<file path="config.mk">
export PLATFORM = sky130hd
export DESIGN_NAME = butterfly_pipe
export DESIGN_NICKNAME = d
export VERILOG_FILES = /design/src/rtl/fft_pkg.sv /design/src/rtl/cmul_round.sv /design/src/rtl/butterfly_pipe.sv
export SDC_FILE = /design/constraint.sdc
export NUM_CORES = 2
export LEC_CHECK = 0
export CELL_PAD_IN_SITES_DETAIL_PLACEMENT = 0
export CELL_PAD_IN_SITES_GLOBAL_PLACEMENT = 1
export CORE_MARGIN = 1.5
export CORE_UTILIZATION = 46
export DETAILED_ROUTE_END_ITERATION = 12
export GPL_ROUTABILITY_DRIVEN = 1
export GPL_TIMING_DRIVEN = 0
export MAX_ROUTING_LAYER = met4
export PLACE_DENSITY = 0.93
export SYNTH_ARGS = -nofsm -noshare
export SYNTH_HDL_FRONTEND = slang
export SYNTH_SLANG_ARGS = --single-unit
</file>
<file path="constraint.sdc">
create_clock -name i_clk -period 11.6 [get_ports i_clk]
set_clock_uncertainty 0.2 [all_clocks]
set_input_delay 3.48 -clock i_clk [delete_from_list [all_inputs] [get_ports i_clk]]
set_output_delay 3.48 -clock i_clk [all_outputs]
set_load 0.01 [all_outputs]
</file>
<file path="src/rtl/fft_pkg.sv">
// Shared FFT datapath package: Q-format defaults plus rounding and
// saturation helpers. Helpers work on 64-bit signed values so any
// datapath width up to ~60 bits can reuse them.
package fft_pkg;

   localparam int DATA_WIDTH_DEF = 16;
   localparam int TW_WIDTH_DEF   = 16;
   localparam int TW_FRAC        = TW_WIDTH_DEF - 1;

   // Round half up, then arithmetic right shift by sh bits (sh >= 1).
   function automatic logic signed [63:0] round_shift(input logic signed [63:0] v,
                                                      input int sh);
      return (v + (64'sd1 <<< (sh - 1))) >>> sh;
   endfunction

   // Clamp v to the signed range of a w-bit two's complement number.
   function automatic logic signed [63:0] sat_to_width(input logic signed [63:0] v,
                                                       input int w);
      logic signed [63:0] hi;
      logic signed [63:0] lo;
      hi = (64'sd1 <<< (w - 1)) - 64'sd1;
      lo = -(64'sd1 <<< (w - 1));
      if (v > hi) begin
         return hi;
      end
      if (v < lo) begin
         return lo;
      end
      return v;
   endfunction

endpackage

</file>
<file path="src/rtl/cmul_round.sv">
// Two-stage complex multiplier t = W * X with optional conjugate twiddle
// and round-half-up back to the data scale. No saturation here: the
// result keeps two guard bits so callers decide how to clip.
module cmul_round
   import fft_pkg::*;
#(
   parameter int WIDTH    = DATA_WIDTH_DEF,
   parameter int TW_WIDTH = TW_WIDTH_DEF
) (
   input  logic                       i_clk,
   input  logic                       i_rst_n,
   input  logic                       i_en,
   input  logic                       i_inv,
   input  logic signed [TW_WIDTH-1:0] i_w_re,
   input  logic signed [TW_WIDTH-1:0] i_w_im,
   input  logic signed [WIDTH-1:0]    i_x_re,
   input  logic signed [WIDTH-1:0]    i_x_im,
   output logic signed [WIDTH+1:0]    o_re,
   output logic signed [WIDTH+1:0]    o_im
);

   localparam int FRAC_BITS = TW_WIDTH - 1;
   localparam int EW        = WIDTH + TW_WIDTH + 1;
   localparam int PW        = WIDTH + TW_WIDTH + 2;

   logic signed [WIDTH-1:0]    x_re_q;
   logic signed [WIDTH-1:0]    x_im_q;
   logic signed [TW_WIDTH-1:0] w_re_q;
   logic signed [EW-1:0]       w_im_eff;
   logic signed [EW-1:0]       w_im_q;
   logic signed [PW-1:0]       p_re;
   logic signed [PW-1:0]       p_im;

   // Conjugate twiddle; widened first so negating the most negative value cannot wrap.
   always_comb begin
      w_im_eff = EW'(i_w_im);
      if (i_inv) begin
         w_im_eff = -(EW'(i_w_im));
      end
   end

   // First stage: capture operands and the effective twiddle.
   always_ff @(posedge i_clk or negedge i_rst_n) begin
      if (!i_rst_n) begin
         x_re_q <= '0;
         x_im_q <= '0;
         w_re_q <= '0;
         w_im_q <= '0;
      end else if (i_en) begin
         x_re_q <= i_x_re;
         x_im_q <= i_x_im;
         w_re_q <= i_w_re;
         w_im_q <= w_im_eff;
      end
   end

   // Full-precision complex products, wide enough that nothing can overflow.
   always_comb begin
      p_re = PW'(w_re_q) * PW'(x_re_q) - PW'(w_im_q) * PW'(x_im_q);
      p_im = PW'(w_re_q) * PW'(x_im_q) + PW'(w_im_q) * PW'(x_re_q);
   end

   // Second stage: drop the twiddle fraction bits with round-half-up.
   always_ff @(posedge i_clk or negedge i_rst_n) begin
      if (!i_rst_n) begin
         o_re <= '0;
         o_im <= '0;
      end else if (i_en) begin
         o_re <= (WIDTH+2)'(round_shift(64'(p_re), FRAC_BITS));
         o_im <= (WIDTH+2)'(round_shift(64'(p_im), FRAC_BITS));
      end
   end

endmodule

</file>
<file path="src/rtl/butterfly_pipe.sv">
// Three-stage radix-2 DIT butterfly: Ya = Xa + W*Xb, Yb = Xa - W*Xb with
// conjugate-twiddle inverse mode, optional halving and output saturation.
// The whole pipeline advances as one unit whenever the output slot is
// free or being drained, so o_ready is a combinational copy of that.
module butterfly_pipe
   import fft_pkg::*;
#(
   parameter int WIDTH    = DATA_WIDTH_DEF,
   parameter int TW_WIDTH = TW_FRAC + 1
) (
   input  logic                       i_clk,
   input  logic                       i_rst_n,
   input  logic                       i_valid,
   output logic                       o_ready,
   input  logic                       i_inv,
   input  logic                       i_scale,
   input  logic signed [TW_WIDTH-1:0] i_w_re,
   input  logic signed [TW_WIDTH-1:0] i_w_im,
   input  logic signed [WIDTH-1:0]    i_xa_re,
   input  logic signed [WIDTH-1:0]    i_xa_im,
   input  logic signed [WIDTH-1:0]    i_xb_re,
   input  logic signed [WIDTH-1:0]    i_xb_im,
   output logic                       o_valid,
   input  logic                       i_ready,
   output logic signed [WIDTH-1:0]    o_ya_re,
   output logic signed [WIDTH-1:0]    o_ya_im,
   output logic signed [WIDTH-1:0]    o_yb_re,
   output logic signed [WIDTH-1:0]    o_yb_im,
   output logic                       o_sat
);

   logic                    advance;
   logic                    valid_s1;
   logic                    valid_s2;
   logic signed [WIDTH-1:0] xa_re_s1;
   logic signed [WIDTH-1:0] xa_im_s1;
   logic signed [WIDTH-1:0] xa_re_s2;
   logic signed [WIDTH-1:0] xa_im_s2;
   logic                    scale_s1;
   logic                    scale_s2;
   logic signed [WIDTH+1:0] t_re;
   logic signed [WIDTH+1:0] t_im;
   logic signed [63:0]      sum_re;
   logic signed [63:0]      sum_im;
   logic signed [63:0]      dif_re;
   logic signed [63:0]      dif_im;
   logic signed [63:0]      ya_re_sat;
   logic signed [63:0]      ya_im_sat;
   logic signed [63:0]      yb_re_sat;
   logic signed [63:0]      yb_im_sat;
   logic                    sat_any;

   function automatic logic signed [63:0] opt_halve(input logic signed [63:0] v,
                                                    input logic halve);
      return halve ? round_shift(v, 1) : v;
   endfunction

   assign advance = i_ready | ~o_valid;
   assign o_ready = advance;

   cmul_round #(
      .WIDTH   (WIDTH),
      .TW_WIDTH(TW_WIDTH)
   ) u_cmul (
      .i_clk  (i_clk),
      .i_rst_n(i_rst_n),
      .i_en   (advance),
      .i_inv  (i_inv),
      .i_w_re (i_w_re),
      .i_w_im (i_w_im),
      .i_x_re (i_xb_re),
      .i_x_im (i_xb_im),
      .o_re   (t_re),
      .o_im   (t_im)
   );

   // Valid bits and the Xa/scale delay line that runs alongside the multiplier.
   always_ff @(posedge i_clk or negedge i_rst_n) begin
      if (!i_rst_n) begin
         valid_s1 <= 1'b0;
         valid_s2 <= 1'b0;
         xa_re_s1 <= '0;
         xa_im_s1 <= '0;
         xa_re_s2 <= '0;
         xa_im_s2 <= '0;
         scale_s1 <= 1'b0;
         scale_s2 <= 1'b0;
      end else if (advance) begin
         valid_s1 <= i_valid;
         valid_s2 <= valid_s1;
         xa_re_s1 <= i_xa_re;
         xa_im_s1 <= i_xa_im;
         xa_re_s2 <= xa_re_s1;
         xa_im_s2 <= xa_im_s1;
         scale_s1 <= i_scale;
         scale_s2 <= scale_s1;
      end
   end

   // Butterfly add/subtract, optional halving, then clip to the data width.
   always_comb begin
      sum_re    = opt_halve(64'(xa_re_s2) + 64'(t_re), scale_s2);
      sum_im    = opt_halve(64'(xa_im_s2) + 64'(t_im), scale_s2);
      dif_re    = opt_halve(64'(xa_re_s2) - 64'(t_re), scale_s2);
      dif_im    = opt_halve(64'(xa_im_s2) - 64'(t_im), scale_s2);
      ya_re_sat = sat_to_width(sum_re, WIDTH);
      ya_im_sat = sat_to_width(sum_im, WIDTH);
      yb_re_sat = sat_to_width(dif_re, WIDTH);
      yb_im_sat = sat_to_width(dif_im, WIDTH);
      sat_any   = (ya_re_sat != sum_re) || (ya_im_sat != sum_im) ||
                  (yb_re_sat != dif_re) || (yb_im_sat != dif_im);
   end

   // Output stage; holds everything while downstream stalls.
   always_ff @(posedge i_clk or negedge i_rst_n) begin
      if (!i_rst_n) begin
         o_valid <= 1'b0;
         o_sat   <= 1'b0;
         o_ya_re <= '0;
         o_ya_im <= '0;
         o_yb_re <= '0;
         o_yb_im <= '0;
      end else if (advance) begin
         o_valid <= valid_s2;
         o_sat   <= sat_any;
         o_ya_re <= WIDTH'(ya_re_sat);
         o_ya_im <= WIDTH'(ya_im_sat);
         o_yb_re <= WIDTH'(yb_re_sat);
         o_yb_im <= WIDTH'(yb_im_sat);
      end
   end

endmodule

</file>
# Word-level counts from Yosys, hierarchy flattened
# Cells that the tools add are included.
# totals
ff_bits	251
input_bits	102
output_inout_bits	67
# classes
add_sub_neg	13
multipliers	4
n_lt_le_gt_ge	8
eq_ne	4
mux	33
n_bitwise	2
n_reduce_logical	3
# op_table
operator	n
$mux 64	20
$gt 64x16->1 const B	4
$lt 64x16->1 const B	4
$ne 64x64->1	4
$add 19x2->20 const B	4
$add 33x16->33 const B	2
$mul 33x16->33	2
$mul 16x16->32	2
$add 16x18->19	2
$sub 16x18->19	2
$add 33x33->33	1
$mux 33	1
$neg 16->33	1
$sub 33x33->33	1
$mux 1	12
$logic_or 1x1->1	3
$not 1->1	1
$or 1x1->1	1

# Depth between registers and ports, before layout
# logic_depth
depth_word	12
ltp_mapped	45

# Hierarchy
# A second synthesis with hierarchy kept.
# unflattened
hier_cells	6682
hier_area_um2	60050.1
# by_module_without_submodules
mod	instances	cells_each	area_each_um2
cmul_round	1	5104	48107.4
butterfly_pipe	1	1578	11942.7

# Worst setup path after synthesis
# OpenSTA, ideal clock, no wires.
# synth_path
path_kind	register -> register
from	reg u_cmul.x_re_q[3]
to	reg u_cmul.o_re[17]
arrival_ns	11.012
t_required_ns	11.317
slack_ns	0.306
path_stages_with_launch	42
path_buffers	2
period_less_slack_ns	11.294
path_cell_list	dfrtp_1 > clkbuf_1 > clkbuf_1 > nand2_1 > fa_1 > fa_1 > fa_1 > inv_1 > fa_1 > fa_1 > inv_1 > fa_1 > inv_1 > ha_1 > o21a_1 > o211ai_1 > o21ai_0 > nand3_1 > [6 not listed] > inv_1 > fa_1 > inv_1 > ha_1 > fa_1 > inv_1 > fa_1 > fa_1 > inv_1 > ha_1 > a21o_1 > a21oi_1 > or3b_2 > a41o_1 > a31o_2 > o41ai_1 > xnor3_1 > o21ai_0
# synth_via
elab_chain_cells	3
# synth_lines
item	line	text
start: declaration	cmul_round.sv:26	logic signed [WIDTH-1:0] x_re_q;
start signal: assignment	cmul_round.sv:50	x_re_q <= i_x_re;
$mul 16x16->32	cmul_round.sv:59	p_re = PW'(w_re_q) * PW'(x_re_q) - PW'(w_im_q) * PW'(x_im_q);
$sub 33x33->33	cmul_round.sv:59	
$add 33x16->33	fft_pkg.sv:13	return (v + (64'sd1 <<< (sh - 1))) >>> sh;
end signal: assignment	cmul_round.sv:69	o_re <= (WIDTH+2)'(round_shift(64'(p_re), FRAC_BITS));
end: declaration	cmul_round.sv:18	output logic signed [WIDTH+1:0] o_re,
# Every way passes these cells.
# A chain may end at the register's enable or synchronous reset.

# Worst setup path after layout
# layout_path
from	reg u_cmul.w_re_q[11]
to	reg u_cmul.o_re[16]
# layout_via
elab_chain_cells	3
# layout_lines
item	line	text
start: declaration	cmul_round.sv:28	logic signed [TW_WIDTH-1:0] w_re_q;
start signal: assignment	cmul_round.sv:52	w_re_q <= i_w_re;
$mul 16x16->32	cmul_round.sv:59	
$sub 33x33->33	cmul_round.sv:59	
$add 33x16->33	fft_pkg.sv:13	
# Every way passes these cells.

==> metrics.md <==
| Metric | Value |
|---|---|
| Status | finished with violations |
| Failing checks | max-capacitance violations, max-slew violations |
| Setup-failing EPs final | 0 |
| RSZ-0062 raised after global routing | true |
| Critical Path AT | 11850 ps |
| Finished Layout Cells | 9239 |
| Clk pin slew, worst setup/hold paths | 70 ps |
| Vias in the first global route | 54000 |
| Netlist Area Pre-Place | 61500 um^2 |
| Synth area leaders | fa_1 (40%), dfrtp_1 (10%), ha_1 (9.2%), inv_1 (9.0%), nand2_1 (7.9%) |
| Slew @ Worst Pin | 1510 ps |
| Final min period | 11560 ps |
| CTS root buf | clkbuf_16 |
| First-pass GRT wire length | 369000 um |
| Gpl congestion | 1.06 |
| Crit path kind | flip-flop to flip-flop |
| CTS tree | yes |
| Detailed Routing Iterations Pass 1 | 8 |
| H-tree depth | 1 |
| Share of the synthesized area in the top cell type | 39.9% |
| Crit-path most repeated cell | fa_1 |
| Setup crit end kind | flip-flop |
| Synth area leader | fa_1 |
| Final worst-path cycle share | 99.7% |
| Crit path max fanout | 10 |
| Worst hold path class | flip-flop to flip-flop |
| Hold Fails Final Rpt | 0 |
| Vias per cell | 5.73 |
| Placed cells | 9057 |
| FILL cells | 12300 |
| CP startpoint | u_cmul.w_re_q[11]$_DFFE_PN0P_ |
| # rows | 133 |
| I/O Buffers | 168 |
| Num CTS Buffers | 31 |
| Number of synthesized flops with an enable pin | 0 |
| Core footprint | 132000 um^2 |
| DR WL/cell | 27.7 um |
| Final slew viol count | 8 |
| Max_cap viols | 1 |
| Vias | 53000 |
| Mean post-synth cell area | 8.62 um^2 |
| Async S/R FF share, synth | 100% |
| Ports | 169 |
| YS warnings | 0 |
| Drt drc | 0 |
| #FFs+latches synth | 251 |
| GRT Resource Usage Total | 39.0% |
| Reg2reg start | u_cmul.w_re_q[11]$_DFFE_PN0P_ |
| Startpoint types | flip-flop |
| Max clock buf depth | 3 |
| Ys flop type | dfrtp_1 |
| Flop2flop setup slack | 40 ps |
| Largest net degree at the start of global routing | 99 |
| Initial core utilization | 46.5% |
| Initial DRC count | 5534 |
| Initial antenna violation count | 23 |
| CP Capture Point | u_cmul.o_re[16]$_DFFE_PN0P_ |
| Drt total wl | 256000 um |
| Final #Nets | 9212 |
| Syn nets | 8907 |
| Layout cells sized above 1 | 7.95% |
| Crit-path slowest cell | fa_2 |
| DP HPWL | 203000 um |
| Achievable clock frequency | 0.0865 GHz |
| Area Growth Syn to Fin | 13.8% |
| Die ar. | 136000 um^2 |
| Register area share after synthesis | 10.2% |
| Clock insertion delay at the later pin of the skew report | 660 ps |
| R2R depth | 40 |
| Die X | 369 um |
| Die H | 369 um |
| Largest stage delay on the critical path | 620 ps |
| CTS Hold Buffers Added | 0 |
| Total gr overflow | 0 |
| FF-to-FF End | u_cmul.o_re[16]$_DFFE_PN0P_ |
| Relative slew slack | -0.961% |
| Final WS setup | 37.3 ps |
| Clk sinks | 251 |
| Hold_ws | 260 ps |
| Number of library cell types mapped by synthesis | 92 |
| Number of routed nets with antenna violations | 0 |
| Dpl ws | -3070 ps |
| Synth Instances | 7130 |
| Worst EP required | 11890 ps |
[stage by stage]
stage	setup TNS [ps]	util [%]	area [um^2]
final	0	52.9	70000
after global routing	-442	52.9	69900
after CTS	0	52.2	69000
after detailed placement	-48350	49.5	65500
after global placement	-1229450	49.5	65400
after floorplan	0	-	61500
[cell type report]
cell class	count	area (um^2)	area share, %
Clock inverter	19	298	0.426
Sequential cell	251	6360	9.09
Tap cell	1755	2200	3.14
Inverter	1474	5540	7.92
Clock buffer	34	817	1.17
Buffer	361	2580	3.69
Timing Repair Buffer	295	2820	4.03
Multi-Input combinational cell	5021	49300	70.4
Antenna cell	29	72.6	0.104
[worst min-delay path by stage]
stage	slack, ps	startpoint	end	depth (start not counted)
6_report	260	valid_s2$_DFFE_PN0P_	valid_s2$_DFFE_PN0P_	2
5_1_grt	280	xa_re_s1[12]$_DFFE_PN0P_	xa_re_s1[12]$_DFFE_PN0P_	2
4_1_cts	260	valid_s2$_DFFE_PN0P_	valid_s2$_DFFE_PN0P_	2
3_5_place_dp	250	valid_s2$_DFFE_PN0P_	valid_s2$_DFFE_PN0P_	2
3_3_place_gp	240	valid_s2$_DFFE_PN0P_	valid_s2$_DFFE_PN0P_	2
2_1_floorplan	230	valid_s2$_DFFE_PN0P_	valid_s2$_DFFE_PN0P_	2
[Yosys cell counts, types with 15 or more instances]
master / n
a211o_1: 15
a211oi_1: 24
a21o_1: 63
a21oi_1: 190
a31oi_1: 31
and2_1: 470
and3_1: 20
buf_2: 16
clkbuf_1: 354
dfrtp_1: 251
fa_1: 1225
ha_1: 450
inv_1: 1470
nand2_1: 1301
nand2b_1: 68
nand3_1: 66
nand4_1: 20
nor2_1: 219
nor2b_1: 32
nor3_1: 63
nor4_1: 21
o211ai_1: 19
o21a_1: 35
o21ai_0: 140
o21bai_1: 17
o22a_1: 19
o31ai_1: 35
or2_2: 21
or3_1: 24
xnor2_1: 163
xor2_1: 57
[placed cells by master (no fill, tap or decap), types with 27 or more instances in the layout]
cell,Yosys,layout
inv_1,1470,1449
nand2_1,1301,1292
nor2_1,219,208
diode_2,0,29
clkdlybuf4s50_1,0,167
a21oi_1,190,170
o31ai_1,35,33
xnor2_1,163,143
clkbuf_16,0,56
o21ai_0,140,131
nand2b_1,68,67
a31oi_1,31,29
o21a_1,35,35
nor3_1,63,60
clkbuf_2,0,27
clkbuf_8,0,36
xor2_1,57,49
fa_1,1225,1208
a21o_1,63,63
nor2b_1,32,32
clkbuf_4,0,32
clkbuf_1,354,186
buf_4,0,112
dfrtp_2,0,29
nand3_1,66,63
ha_1,450,422
and2_1,470,469
dfrtp_1,251,211
[cells by family after synthesis]
kind of cell / count (synthesis) / share of synthesized area (%)
simple gates: 2386 / 18.1
buf+inv: 1858 / 11.4
fa+ha+maj: 1675 / 49.0
compound gates: 729 / 7.94
flops: 251 / 10.2
xor+xnor: 221 / 3.17
mux: 10 / 0.167
[registers in the layout, indices dropped and copies added, names as in the netlist]
name           count
valid_s1           1
o_yb_im           16
u_cmul.x_re_q     16
xa_re_s2          16
xa_im_s2          16
u_cmul.w_im_q     33
u_cmul.o_im       18
u_cmul.w_re_q     16
scale_s1           1
o_yb_re           16
o_ya_re           16
u_cmul.o_re       18
xa_im_s1          16
o_sat              1
u_cmul.x_im_q     16
scale_s2           1
xa_re_s1          16
o_ya_im           16
o_valid            1
valid_s2           1
[worst max-delay path, delay by kind of cell (launching register included)]
family | cells | cell delay, ps
adders and majority gates | 14 | 6400
AOI/OAI and AO/OA | 11 | 2110
and+or+nand+nor | 6 | 910
buffers and inverters | 7 | 760
DFF | 1 | 500
xor gates and xnor gates | 2 | 500
[routing by layer]
layer / global-route usage (%) / part of all wire, % / routed length (um) / vias up
met1: 50.4 / 39 / 101000 / 26900
met3: 10.4 / 12 / 29800 / 754
li1: - / - / - / 22200
met5: - / 0 / 0 / -
met2: 55.4 / 42 / 108000 / 3134
met4: 21.2 / 6.6 / 16900 / 0
[timing repair]
item                                    CTS  global route
pin swaps                                57            98
buffers inserted                         77            45
gates cloned                              1             0
endpoints found under the setup margin   34            20
gates resized for setup                 502           177
Power is not shown: default switching activity piles up to over one toggle a cycle in this logic, so the estimate is an artifact.
